<file path="config.mk">
export PLATFORM = sky130hd
export DESIGN_NAME = vmem_arbiter
export DESIGN_NICKNAME = d
export VERILOG_FILES = /design/src/rtl/vmem_arbiter.sv
export SDC_FILE = /design/constraint.sdc
export NUM_CORES = 1
export LEC_CHECK = 0
export BUFFER_PORTS_ARGS = -buffer_cell sky130_fd_sc_hd__buf_2
export CAP_MARGIN = 30
export CORE_ASPECT_RATIO = 0.6
export CORE_MARGIN = 2
export CORE_UTILIZATION = 35
export CTS_CLUSTER_SIZE = 30
export DETAILED_ROUTE_END_ITERATION = 7
export HOLD_SLACK_MARGIN = 0.08
export MAX_ROUTING_LAYER = met4
export PLACE_DENSITY = 0.63
export SLEW_MARGIN = 20
export SYNTH_ARGS = -nofsm -noshare
export SYNTH_HDL_FRONTEND = slang
export SYNTH_SLANG_ARGS = --single-unit
export TNS_END_PERCENT = 50
</file>
<file path="constraint.sdc">
create_clock -name clock_i -period 5.6 [get_ports clock_i]
set_input_delay 0.84 -clock clock_i [delete_from_list [all_inputs] [get_ports clock_i]]
set_output_delay 0.84 -clock clock_i [all_outputs]
set_load 0.02 [all_outputs]
</file>
<file path="src/rtl/vmem_arbiter.sv">
// vmem_arbiter: single-port frame-buffer arbiter between VGA scanout
// prefetch (show-ahead pixel FIFO) and a host write port.
module vmem_arbiter #(
  parameter int H_RES      = 640,
  parameter int V_RES      = 480,
  parameter int ADDR_W     = 19,
  parameter int DATA_W     = 24,
  parameter int FIFO_DEPTH = 8,
  parameter int LOW_WATER  = 4
) (
  input  logic              clock_i,
  input  logic              reset_i,
  input  logic              frame_start_i,
  input  logic              pix_ready_i,
  output logic              pix_valid_o,
  output logic [DATA_W-1:0] pix_data_o,
  output logic              underrun_o,
  input  logic              wr_req_i,
  input  logic [ADDR_W-1:0] wr_addr_i,
  input  logic [DATA_W-1:0] wr_data_i,
  output logic              wr_ack_o,
  output logic              mem_en_o,
  output logic              mem_we_o,
  output logic [ADDR_W-1:0] mem_addr_o,
  output logic [DATA_W-1:0] mem_wdata_o,
  input  logic [DATA_W-1:0] mem_rdata_i
);

  localparam int TOTAL = H_RES * V_RES;
  localparam int SW    = ADDR_W + 1;
  localparam int PW    = $clog2(FIFO_DEPTH);
  localparam int CW    = PW + 1;

  localparam logic [SW-1:0] TOTAL_C = SW'(TOTAL);
  localparam logic [CW-1:0] DEPTH_C = CW'(FIFO_DEPTH);
  localparam logic [CW-1:0] LOW_C   = CW'(LOW_WATER);

  logic [SW-1:0]     scan_q, scan_d;
  logic [CW-1:0]     cnt_q, cnt_d;
  logic [PW-1:0]     rptr_q, rptr_d;
  logic [PW-1:0]     wptr_q, wptr_d;
  logic              pend_q, pend_d;
  logic              und_q, und_d;
  logic [DATA_W-1:0] fifo_q [FIFO_DEPTH];

  logic [CW-1:0] occ;
  logic          urgent, space, scan_left;
  logic          live, wr_ok;
  logic          rd_gnt, wr_gnt;
  logic          push, pop;

  // Occupancy counts the in-flight read so the FIFO can never overflow.
  assign occ       = cnt_q + CW'(pend_q);
  assign urgent    = occ < LOW_C;
  assign space     = occ < DEPTH_C;
  assign scan_left = scan_q < TOTAL_C;
  assign live      = reset_i & ~frame_start_i;
  assign wr_ok     = {1'b0, wr_addr_i} < TOTAL_C;

  // Fixed priority: urgent refill, host write, opportunistic refill.
  always_comb begin
    rd_gnt = 1'b0;
    wr_gnt = 1'b0;
    priority case (1'b1)
      ~live:                        ;
      urgent && space && scan_left: rd_gnt = 1'b1;
      wr_req_i:                     wr_gnt = 1'b1;
      space && scan_left:           rd_gnt = 1'b1;
      default:                      ;
    endcase
  end

  assign mem_en_o    = rd_gnt | (wr_gnt & wr_ok);
  assign mem_we_o    = wr_gnt & wr_ok;
  assign mem_addr_o  = wr_gnt ? wr_addr_i : scan_q[ADDR_W-1:0];
  assign mem_wdata_o = wr_data_i;
  assign wr_ack_o    = wr_gnt;

  assign pix_valid_o = cnt_q != '0;
  assign pix_data_o  = pix_valid_o ? fifo_q[rptr_q] : '0;
  assign underrun_o  = und_q;

  assign push = pend_q;
  assign pop  = pix_ready_i & pix_valid_o;

  // Next state; frame_start flushes and discards the in-flight read.
  always_comb begin
    scan_d = scan_q;
    cnt_d  = cnt_q;
    rptr_d = rptr_q;
    wptr_d = wptr_q;
    pend_d = rd_gnt;
    und_d  = und_q;
    if (frame_start_i) begin
      scan_d = '0;
      cnt_d  = '0;
      rptr_d = '0;
      wptr_d = '0;
      pend_d = 1'b0;
      und_d  = 1'b0;
    end else begin
      if (rd_gnt) scan_d = scan_q + SW'(1);
      if (push)   wptr_d = wptr_q + PW'(1);
      if (pop)    rptr_d = rptr_q + PW'(1);
      cnt_d = cnt_q + CW'(push) - CW'(pop);
      if (pix_ready_i && !pix_valid_o) und_d = 1'b1;
    end
  end

  // Control state register with synchronous active-low reset.
  always_ff @(posedge clock_i) begin
    if (!reset_i) begin
      scan_q <= '0;
      cnt_q  <= '0;
      rptr_q <= '0;
      wptr_q <= '0;
      pend_q <= 1'b0;
      und_q  <= 1'b0;
    end else begin
      scan_q <= scan_d;
      cnt_q  <= cnt_d;
      rptr_q <= rptr_d;
      wptr_q <= wptr_d;
      pend_q <= pend_d;
      und_q  <= und_d;
    end
  end

  // Pixel storage; read data lands the cycle after its read issued.
  always_ff @(posedge clock_i) begin
    if (reset_i && !frame_start_i && push) begin
      fifo_q[wptr_q] <= mem_rdata_i;
    end
  end

endmodule

</file>
======== Word level (Yosys, flattened, before mapping) ========
Memory sizes are Yosys's and may differ from the RTL's. A register that Yosys moved wholly into a read port is not among the register bits.
Cells that the tools add are included.
word-level totals
  input port bits ......................... 72
  output and inout port bits .............. 72
  memory bits (writable) .................. 192
  flip-flop bits (word level) ............. 32
  logic and storage cells ................. 45
  memories kept ........................... 1
memories
  memory  words  width  rd ports  clocked after memory_dff  write ports  line  text
  fifo_q  8      24     1         1                         1            44    logic [DATA_W-1:0] fifo_q [FIFO_DEPTH];
cells by class
  muxes and demuxes ....................... 13
  $add $sub $neg .......................... 5
  order comparisons ....................... 4
  bitwise operators ....................... 6
  reductions and logical operators ........ 10
operators by type and width
  cell                                                                    count
  24-bit 2-to-1 mux                                                       1
  20-bit by 1-bit adder with 20-bit output, second input constant         1
  20-bit by 19-bit < comparator with 1-bit output, second input constant  1
  19-bit < comparator, second input constant                              1
  19-bit 2-to-1 mux                                                       1
  1-bit 2-to-1 mux                                                        9
  3-bit by 1-bit adder with 3-bit output, second input constant           2
  1-bit logical AND                                                       6
  3-bit 2-to-1 mux                                                        2
  4-bit by 1-bit adder with 4-bit output                                  1
  4-bit by 3-bit < comparator with 1-bit output, second input constant    1
  4-bit < comparator, second input constant                               1
  4-bit nonzero test                                                      1
  4-bit by 1-bit subtractor with 4-bit output                             1
  1-bit AND                                                               3
  1-bit zero test                                                         2
  1-bit inverter                                                          2
  2-bit OR reduction                                                      1
  1-bit bitwise OR                                                        1

======== Depth between registers and ports, before layout ========
Gate-level depths: netlist (run 1).
  depth in word-level cells ............... 8
  depth in mapped cells ................... 8
  gate-level depth less buffers ........... 7

======== Least setup slack after synthesis (run 1) ========
OpenSTA, ideal clock, no wires.
  path type ............................... input to register
  start ................................... input port frame_start_i
  end ..................................... memory fifo_q[0][0], enable pin
  arrival ................................. 3.401 ns
  stages on the path ...................... 2
  library setup time ...................... 0.466 ns
  buffers on the path ..................... 0
  setup slack ............................. 1.734 ns
  required time ........................... 5.134 ns
  cell sequence ........................... nand2b_1 nor4_1
on the way
  longest elaborated chain between the ends .. 5
RTL lines
  item                                    line  text
  from (decl)                             13    input logic frame_start_i,
  1-bit zero test                         131   if (reset_i && !frame_start_i && push) begin
  1-bit logical AND (2 in a row)          131
  1-bit 2-to-1 mux                        131
  1-bit 2-to-1 mux (not written as such)  132   fifo_q[wptr_q] <= mem_rdata_i;
  to (decl)                               44
No other way between the ends.

======== Worst setup path after layout (run 1) ========
  start ................................... register pend_q
  end ..................................... output port mem_addr_o[14]
on the way
  longest elaborated chain between the ends .. 7
  elaborated cells between the ends (all ways) .. 8
  classes of those cells .................. add/sub (1); order compare (2); mux (3); reduce/logical (2)
RTL lines
  item                                                                                        line    text
  from (decl)                                                                                 42      logic pend_q, pend_d;
  from (signal assigned)                                                                      124     pend_q <= pend_d;
  4-bit by 1-bit adder with 4-bit output (*)                                                  53      assign occ = cnt_q + CW'(pend_q);
  4-bit by 3-bit < comparator with 1-bit output / 4-bit < comparator (equally long branches)  54, 55
  1-bit logical AND (*) (2 in a row)                                                          66      urgent && space && scan_left: rd_gnt = 1'b1;
  1-bit 2-to-1 mux (*) (2 in a row)                                                           64      priority case (1'b1)
  19-bit 2-to-1 mux (*)                                                                       75      assign mem_addr_o = wr_gnt ? wr_addr_i : scan_q[ADDR_W-1:0];
  to (decl)                                                                                   24      output logic [ADDR_W-1:0] mem_addr_o,
Mark *: on every way between the ends. The rest lies on a longest branch, timed or not.

==> results.py, run 1 <==
metrics = {
    "yosys": {
        "synth.distinct_cells": 46,
        "proportion_of_synthesized_flip_flops_having_asynchronous_set_or_reset_pct": 0,
        "synth_warnings": 0,
        "synth_seq_cells": 227,
        "synthesis.nets": 624,
        "syn_inst": 545,
        "sequential_share_of_the_synthesized_area_pct": 69.0,
        "synth-main-ff-cell": "edfxtp_1",
        "number_of_synthesized_flops_with_an_enable_pin": 192,
        "syn_area_mm2": 0.00937,
        "syn_area_per_cell_um2": 17.2,
    },
    "job": {
        "cap_violations": 0,
    },
    "placement": {
        "detailed_place_hpwl_um": 11800,
        "place.gp.congestion": 0.797,
        "numPortBuffers": 95,
    },
    "detailed_routing": {
        "drt-pass1-iter-count": 4,
        "antenna_left": 0,
        "initialDrtViolationCount": 323,
        "routed-via-count": 4939,
        "post_drt_wl_per_cell_um": 19.3,
        "wl_um": 19400,
        "drcViolationCount": 0,
        "avgViaCountPerCell": 4.92,
    },
    "timing": {
        "fin_skew_ns": 0.0247,
        "relSlewSlack_pct": 44.9,
        "min_period_ns": 3.93,
        "worst_slew_pin_slew_ns": 0.820,
        "fmax_mhz": 254,
        "slew_violations": 0,
        "finalCritPeriodShare_pct": 70.2,
        "finalHoldViolCount": 0,
        "timing.setup.tns_ns": 0,
        "setup_repair_after_global_routing_missed_its_margin": "false",
        "worst_case_hold_slack_ns": 0.460,
        "setup_violations": 0,
    },
    "critical_path": {
        "crit_path_start": "pend_q$_SDFF_PP0_",
        "crit_fanout": 23,
        "timing.rr.end": "scan_q[16]$_SDFFE_PP0P_",
        "worst_setup_path_start_kind": "flip-flop",
        "cp-end-kind": "primary output",
        "worstPathArrival_ns": 3.09,
        "critical_path_required_ns": 4.76,
        "worst_setup_path_endpoint": "mem_addr_o[14]",
        "regToRegStartpoint": "pend_q$_SDFF_PP0_",
        "reg2reg_slack_ns": 3.24,
        "timing.setup.critical_path_class": "flip-flop to primary output",
        "worst_r2r_path_depth": 7,
    },
    "layout": {
        "areaGrowthSynthToFinish_pct": 16.9,
        "finalNetCount": 707,
        "layout_commonest_cell": "edfxtp_1",
        "post_route_cells_drive_above_1_share_pct": 35.5,
        "fillers": 2405,
        "layout_common_cells": "edfxtp_1, buf_2, mux4_2",
    },
    "cts": {
        "maximum_clock_insertion_buffer_count": 3,
        "ctsRootBufferMaster": "clkbuf_16",
        "clkLatencyLatePin_ns": 0.51,
        "h_tree_levels": 1,
        "cts_num_sinks": 227,
        "cts_post_setup_buffers_inserted": 0,
        "cts_buffers": 22,
        "holdBufCountCts": 0,
        "cts_repair_resize_count": 0,
        "path_clk_slew_ns": 0.07,
        "tritoncts": "yes",
    },
    "grt": {
        "global_route_wire_length_before_repair_um": 29800,
        "maximum_number_of_pins_on_one_net_before_global_route_repair": 35,
        "grt.overflow.total": 0,
        "grt_antenna_before_repair": 2,
        "number_of_global_route_vias_before_repair": 5074,
        "gr-usage-all-layers_pct": 14.3,
    },
    "pwr": {
        "powerDensity_mw_per_mm2": 324,
        "p_leak_uw": 0.00363,
        "largest_vdd_supply_drop_mv": 0.213,
    },
    "floorplan": {
        "placementRows": 46,
        "placeableCoreArea_mm2": 0.0264,
        "floorplan.die_area_mm2": 0.0281,
        "die_x_extent_um": 215,
        "floorplan.initialDensity_pct": 35.5,
        "count_of_pins_on_the_block_boundary": 144,
        "chipHeight_um": 131,
    },
    "outcome": {
        "status": "completed",
    },
    "min_path": {
        "min-delay-path-class": "flip-flop to flip-flop",
    },
}
-- routing by layer --
layer | wire length [um] | part of all wire, % | track usage [%] | vias up
met4 | 337 | 1.7 | 3.25 | 0
met3 | 793 | 4.1 | 2.78 | 32
met2 | 9340 | 48 | 23.9 | 100
met1 | 8910 | 46 | 18.3 | 2537
met5 | 0 | 0 | - | -
li1 | - | - | - | 2270
-- stage by stage --
step / utilization (%) / setup WS, ns / cells / power (uW) / instance area, um2
after floorplan: - / 1.73 / 545 / 1990 / 9370
after global placement: 38.4 / 1.91 / 962 / 2030 / 10100
after detailed placement: 38.5 / 1.82 / 963 / 2030 / 10200
after CTS: 41.4 / 1.36 / 1001 / 3580 / 10900
after global routing: 41.5 / 1.54 / 1004 / 3660 / 10900
final: 41.5 / 1.67 / 1004 / 3540 / 10900
-- critical path: stages (launching register included) --
cell and delay, ns:
dfxtp_1 0.52, ha_1 0.24, ha_1 0.21, xor2_2 0.36
inv_2 0.10, a31oi_4 0.58, mux2_2 0.41, buf_2 0.16
-- synth_stat cells (4+ instances only) --
cell type | instances | share of area (%)
xnor2_1 | 8 | 0.75
nand4_1 | 9 | 0.60
buf_2 | 4 | 0.21
o21ai_0 | 10 | 0.53
buf_4 | 26 | 2.1
or3_1 | 7 | 0.47
a21oi_1 | 9 | 0.48
ha_1 | 7 | 0.94
dfxtp_1 | 35 | 7.5
buf_1 | 4 | 0.16
mux4_2 | 48 | 12
inv_1 | 4 | 0.16
nor3_1 | 6 | 0.32
mux2i_1 | 26 | 2.8
and2_1 | 4 | 0.27
nor2_1 | 49 | 2.0
nand2_1 | 15 | 0.60
nand3_1 | 7 | 0.37
edfxtp_1 | 192 | 62
and3_1 | 6 | 0.40
mux2_2 | 17 | 2.0
clkbuf_1 | 13 | 0.52
xor2_1 | 9 | 0.84
-- kinds of logic (layout without fill, tap and decap cells) --
| group | Yosys count | in the layout | synth area share (%) |
|---|---|---|---|
| DFF | 227 | 227 | 69.0 |
| and+or+nand+nor | 117 | 117 | 6.33 |
| muxes | 92 | 92 | 16.5 |
| buffers and inverters | 55 | 152 | 3.46 |
| AOI/OAI and AO/OA | 29 | 29 | 1.94 |
| xor gates and xnor gates | 18 | 18 | 1.76 |
| adders and majority gates | 7 | 7 | 0.935 |
| other | 0 | 2 | 0 |
-- state kept, by name, indices dropped and copies added, names as in the netlist, named ones only --
register    count
scan_q         20
underrun_o      1
cnt_q           4
rptr_q          3
pend_q          1
wptr_q          3
fifo_q        192
-- report_power, final --
part | internal (uW) | switching [uW]
combinational | 56.5 | 92.6
clock | 934 | 615
sequential | 1840 | 8.37
-- worst min path at each step --
| stage | to | cells past startpoint | slack, ns | startpoint |
|---|---|---|---|---|
| 2_1_floorplan | scan_q[19]$_SDFFE_PP0P_ | 1 | 0.45 | scan_q[19]$_SDFFE_PP0P_ |
| 3_3_place_gp | underrun_o$_SDFFE_PP0P_ | 2 | 0.45 | underrun_o$_SDFFE_PP0P_ |
| 3_5_place_dp | underrun_o$_SDFFE_PP0P_ | 2 | 0.46 | underrun_o$_SDFFE_PP0P_ |
| 4_1_cts | underrun_o$_SDFFE_PP0P_ | 2 | 0.47 | underrun_o$_SDFFE_PP0P_ |
| 5_1_grt | scan_q[19]$_SDFFE_PP0P_ | 1 | 0.51 | scan_q[19]$_SDFFE_PP0P_ |
| 6_report | underrun_o$_SDFFE_PP0P_ | 2 | 0.46 | underrun_o$_SDFFE_PP0P_ |
-- final cells by class --
class / count / area, um2 / area share (%)
Sequential cell: 227 / 6470 / 59.1
Multi-Input combinational cell: 263 / 2630 / 24.0
Timing Repair Buffer: 108 / 606 / 5.53
Clock buffer: 24 / 579 / 5.29
Tap cell: 360 / 450 / 4.11
Clock inverter: 14 / 181 / 1.66
Inverter: 6 / 22.5 / 0.206
Antenna cell: 2 / 5.00 / 0.0457
Note: power is estimated with default switching activity, not from simulation.
==> run 2, diff against run 1 <==
- clock period: 5.6 -> 4 ns (I/O delays scaled with it)
==> run 2 against run 1 <==
  * Register-to-register slack got worse by 1.6 ns
  * Core utilization barely moved
  * Critical endpoint unchanged
  * Highest routed layer unchanged
  * Routed wire length is essentially flat
  * Critical path type unchanged
  * Final cell count is 0.70% higher
  * Die area unchanged
  * Largest cell class unchanged
==> results.py, run 2 (synthesized netlist as in run 1, its figures left out) <==
metrics = {
    "outcome": {
        "status": "completed",
    },
    "cts": {
        "cts_repair_resize_count": 0,
        "holdBufCountCts": 0,
        "cts_num_sinks": 227,
        "h_tree_levels": 1,
        "clkLatencyLatePin_ns": 0.51,
        "tritoncts": "yes",
        "ctsRootBufferMaster": "clkbuf_16",
        "path_clk_slew_ns": 0.06,
        "cts_buffers": 22,
        "cts_post_setup_buffers_inserted": 0,
        "maximum_clock_insertion_buffer_count": 3,
    },
    "layout": {
        "finalNetCount": 712,
        "layout_common_cells": "edfxtp_1, buf_2, mux4_2",
        "areaGrowthSynthToFinish_pct": 16.9,
        "layout_commonest_cell": "edfxtp_1",
        "biggestRegsByFlops": "fifo_q (192), scan_q (20), cnt_q (4)",
        "max_ffs_per_register": 192,
        "top_register": "fifo_q",
        "post_route_cells_drive_above_1_share_pct": 36.3,
    },
    "pwr": {
        "share_seq_of_total_power_pct": 52.5,
        "p_leak_uw": 0.00366,
        "largest_vdd_supply_drop_mv": 0.335,
        "clock_power_share_pct": 43.4,
        "total_power_uw": 4930,
        "power.switching_uw": 1000,
        "pwr-share-comb_pct": 4.2,
        "powerDensity_mw_per_mm2": 450,
        "power.internal_uw": 3930,
        "p_sw_share_pct": 20.3,
    },
    "min_path": {
        "worstHoldPathCells": 3,
        "whs_endpoint": "underrun_o$_SDFFE_PP0P_",
        "holdCritStartpoint": "pix_ready_i",
        "min-delay-path-class": "input port to flip-flop",
    },
    "detailed_routing": {
        "antenna_left": 0,
        "drcViolationCount": 0,
        "wl_um": 19400,
        "routed-via-count": 5001,
        "avgViaCountPerCell": 4.95,
        "post_drt_wl_per_cell_um": 19.2,
        "drt-pass1-iter-count": 4,
        "initialDrtViolationCount": 286,
    },
    "grt": {
        "maximum_number_of_pins_on_one_net_before_global_route_repair": 35,
        "grt.met1_usage_pct": 19.2,
        "global_route_wire_length_before_repair_um": 30000,
        "grt_use_met2_pct": 22.6,
        "grt.overflow.total": 0,
        "grt_antenna_before_repair": 3,
        "gr-usage-all-layers_pct": 14.3,
        "grt_busiest_layer": "met2",
        "grtUsageMet3_pct": 2.89,
        "number_of_global_route_vias_before_repair": 5130,
    },
    "timing": {
        "setup_violations": 0,
        "timing.setup.tns_ns": 0,
        "relSlewSlack_pct": 44.7,
        "slew_violations": 0,
        "setup_repair_after_global_routing_missed_its_margin": "false",
        "fin_skew_ns": 0.0218,
        "final_critical_path_setup_slack_ns": 0.548,
        "finalHoldViolCount": 0,
        "fmax_mhz": 290,
        "min_period_ns": 3.45,
        "worst_slew_pin_slew_ns": 0.823,
        "finalCritPeriodShare_pct": 86.3,
    },
    "critical_path": {
        "timing.rr.end": "scan_q[16]$_SDFFE_PP0P_",
        "crit_fanout": 23,
        "critical_path_required_ns": 3.40,
        "reg2reg_slack_ns": 1.67,
        "worstPathArrival_ns": 2.85,
        "regToRegStartpoint": "pend_q$_SDFF_PP0_",
        "worst_setup_path_start_kind": "flip-flop",
        "worst_r2r_path_depth": 7,
        "cp-end-kind": "primary output",
        "timing.setup.critical_path_class": "flip-flop to primary output",
    },
    "placement": {
        "detailed_place_hpwl_um": 11700,
        "dpl_worst_slack_ns": 1.09,
        "place.gp.congestion": 0.824,
        "numPortBuffers": 95,
    },
    "floorplan": {
        "placeableCoreArea_mm2": 0.0264,
        "floorplan.initialDensity_pct": 35.5,
        "placementRows": 46,
        "chipHeight_um": 131,
        "count_of_pins_on_the_block_boundary": 144,
        "die_x_extent_um": 215,
        "floorplan.die_area_mm2": 0.0281,
    },
    "job": {
        "cap_violations": 0,
    },
}
[run 2: worst max path at each step]
stage | startpoint | to | slack (ns) | cells after the start
after floorplan | frame_start_i | fifo_q[0][0]$_DFFE_PP_ | 0.37 | 2
after global placement | pend_q$_SDFF_PP0_ | mem_addr_o[11] | 1.16 | 7
after detailed placement | pend_q$_SDFF_PP0_ | mem_addr_o[14] | 1.09 | 7
after CTS | pend_q$_SDFF_PP0_ | mem_addr_o[14] | 0.54 | 8
after global routing | pend_q$_SDFF_PP0_ | mem_addr_o[16] | 0.38 | 8
final | pend_q$_SDFF_PP0_ | mem_addr_o[14] | 0.55 | 7
[run 2: layer usage]
layer | up-vias | routed length (um)
met5 | - | 0
met3 | 40 | 1010
met4 | 0 | 387
li1 | 2276 | -
met1 | 2545 | 8910
met2 | 140 | 9080
[run 2: cell type report]
class | instances | area, um2
Antenna cell | 3 | 7.51
Sequential cell | 227 | 6470
Tap cell | 360 | 450
Multi-Input combinational cell | 263 | 2620
Fill cell | 2367 | 15400
Timing Repair Buffer | 113 | 623
Clock inverter | 9 | 101
Clock buffer | 30 | 653
Inverter | 6 | 22.5
[run 2: worst max-delay path, stage by stage (launching register included)]
cell	delay, ns
dfxtp_1	0.49
ha_1	0.23
and3_2	0.22
mux2_4	0.40
a31oi_2	0.20
buf_4	0.28
mux2_2	0.37
buf_2	0.16
[run 2: stage by stage]
stage / hold slack (ns) / instances / instance area (um2) / utilization [%]
floorplan: 0.454 / 545 / 9370 / -
global placement: 0.451 / 968 / 10200 / 38.6
detailed placement: 0.458 / 968 / 10200 / 38.6
CTS: 0.316 / 1007 / 10900 / 41.4
global route: 0.337 / 1011 / 11000 / 41.5
finish: 0.329 / 1011 / 11000 / 41.5
[run 2: power by group through the flow]
stage                     clock network [uW]  logic, uW  registers, uW
final                                   2140        206           2590
after global routing                    2290        227           2590
after CTS                               2190        210           2590
after detailed placement                   0        209           2640
after global placement                     0        204           2640
after floorplan                            0        150           2630
==> run 3, diff against run 2 <==
- CORE_ASPECT_RATIO: 0.6 -> unset
- SETUP_SLACK_MARGIN: unset -> 0.4
- clock period: 4 -> 4.41 ns (I/O delays scaled with it)
==> run 3 against run 2 <==
  * Final cell count fell by 2.6%
  * Via count fell by 1.3%
  * Global-route usage fell by 0.86 points
  * Power fell by 11%
  * Sequential power fell by 9.7%
  * Combinational power fell by 11%
  * Routed wire length fell by 4.8%
  * Die area fell by 0.15%
  * Flip-flop and latch count did not move
  * Critical path depth did not move
  * Core utilization rose by 0.10 points
  * Largest cell class unchanged
  * Highest routed layer unchanged
==> results.py, run 3 (synthesized netlist as in run 1, its figures left out) <==
metrics = {
    "outcome": {
        "status": "completed",
    },
    "layout": {
        "fin_cells": 985,
        "post-route-util_pct": 41.6,
        "biggestRegsByFlops": "fifo_q (192), scan_q (20), cnt_q (4)",
        "finalNetCount": 710,
        "max_ffs_per_register": 192,
        "layout_commonest_cell": "edfxtp_1",
        "post_route_cells_drive_above_1_share_pct": 35.5,
        "layout_common_cells": "edfxtp_1, buf_2, mux4_2",
        "areaGrowthSynthToFinish_pct": 16.2,
        "top_register": "fifo_q",
    },
    "grt": {
        "global_route_wire_length_before_repair_um": 28400,
        "maximum_number_of_pins_on_one_net_before_global_route_repair": 49,
        "grt_antenna_before_repair": 3,
        "number_of_global_route_vias_before_repair": 5133,
        "grt.overflow.total": 0,
        "gr-usage-all-layers_pct": 13.4,
    },
    "timing": {
        "setup_violations": 0,
        "fin_skew_ns": 0.00751,
        "worst_slew_pin_slew_ns": 0.848,
        "timing.setup.tns_ns": 0,
        "setup_repair_after_global_routing_missed_its_margin": "false",
        "finalCritPeriodShare_pct": 79.8,
        "fmax_mhz": 284,
        "relSlewSlack_pct": 43.5,
        "worst_case_hold_slack_ns": 0.419,
        "slew_violations": 0,
        "finalHoldViolCount": 0,
        "final_critical_path_setup_slack_ns": 0.890,
        "min_period_ns": 3.52,
    },
    "detailed_routing": {
        "drt-pass1-iter-count": 6,
        "initialDrtViolationCount": 246,
        "post_drt_wl_per_cell_um": 18.7,
        "wl_um": 18400,
        "routed-via-count": 4937,
        "drcViolationCount": 0,
        "antenna_left": 0,
        "avgViaCountPerCell": 5.01,
    },
    "floorplan": {
        "placeableCoreArea_mm2": 0.0261,
        "floorplan.initialDensity_pct": 35.8,
        "count_of_pins_on_the_block_boundary": 144,
        "chipHeight_um": 168,
        "placementRows": 59,
        "die_x_extent_um": 168,
        "floorplan.die_area_mm2": 0.0281,
    },
    "placement": {
        "place.gp.congestion": 0.731,
        "dpl_worst_slack_ns": 1.38,
        "numPortBuffers": 95,
        "detailed_place_hpwl_um": 11000,
        "numPlacedInstances": 939,
    },
    "cts": {
        "holdBufCountCts": 0,
        "cts_post_setup_buffers_inserted": 0,
        "cts_num_sinks": 227,
        "cts_repair_resize_count": 0,
        "tritoncts": "yes",
        "path_clk_slew_ns": 0.06,
        "cts_buffers": 24,
        "ctsRootBufferMaster": "clkbuf_16",
        "clkLatencyLatePin_ns": 0.50,
        "h_tree_levels": 1,
        "maximum_clock_insertion_buffer_count": 3,
    },
    "pwr": {
        "power.internal_uw": 3500,
        "largest_vdd_supply_drop_mv": 0.261,
        "p_leak_uw": 0.00363,
        "powerDensity_mw_per_mm2": 403,
        "power.switching_uw": 881,
        "share_seq_of_total_power_pct": 53.5,
        "p_sw_share_pct": 20.1,
        "clock_power_share_pct": 42.4,
        "pwr-share-comb_pct": 4.2,
    },
    "critical_path": {
        "crit_fanout": 23,
        "timing.setup.critical_path_class": "flip-flop to primary output",
        "worst_setup_path_start_kind": "flip-flop",
        "crit_path_start": "pend_q$_SDFF_PP0_",
        "worst_r2r_path_depth": 7,
        "worstPathArrival_ns": 2.86,
        "regToRegStartpoint": "pend_q$_SDFF_PP0_",
        "cp-end-kind": "primary output",
        "critical_path_required_ns": 3.75,
    },
    "job": {
        "cap_violations": 0,
    },
    "min_path": {
        "holdCritStartpoint": "pix_ready_i",
        "min-delay-path-class": "input port to flip-flop",
        "worstHoldPathCells": 3,
    },
}
==> run 3: path summary, 6_finish.rpt <==
check | slack, ns | endpoint
worst max-delay path | 0.89 | mem_addr_o[4]
worst min-delay path | 0.42 | underrun_o$_SDFFE_PP0P_
worst max register to register | 2.13 | scan_q[16]$_SDFFE_PP0P_
worst min register to register | 0.49 | scan_q[19]$_SDFFE_PP0P_
==> run 3: area by class of cell <==
class	count	area, um2
sequential	227	6470
antenna	3	7.51
clock inverter	7	38.8
inverter	6	22.5
multi-input combinational	263	2620
timing repair buffer	109	601
fill	2356	15200
tap	335	419
clock buffer	35	703
==> run 3: worst max-delay path: stages, from the launching register on <==
cell	delay [ns]
dfxtp_1	0.48
ha_1	0.23
and3_2	0.22
mux2_4	0.39
a31oi_2	0.23
buf_4	0.29
mux2_2	0.36
buf_2	0.16
==> run 3: power by group through the flow <==
stage	Clock, uW	Sequential, uW	Combinational (uW)
2_1_floorplan	0	2390	136
3_3_place_gp	0	2390	175
3_5_place_dp	0	2400	181
4_1_cts	1900	2350	181
5_1_grt	1990	2340	202
6_report	1860	2340	184
==> run 3: per-layer routing <==
layer / up-vias / GRT usage [%] / wire (um)
met5: - / - / 0
met4: 0 / 2.68 / 220
met3: 23 / 2.98 / 1320
met2: 158 / 23.2 / 9290
met1: 2486 / 16.3 / 7620
li1: 2270 / - / -
==> run 3: through the flow <==
stage | total power (uW) | instance area [um2]
after floorplan | 2520 | 9370
after global placement | 2570 | 10100
after detailed placement | 2580 | 10100
after CTS | 4430 | 10800
after global routing | 4540 | 10900
final | 4390 | 10900
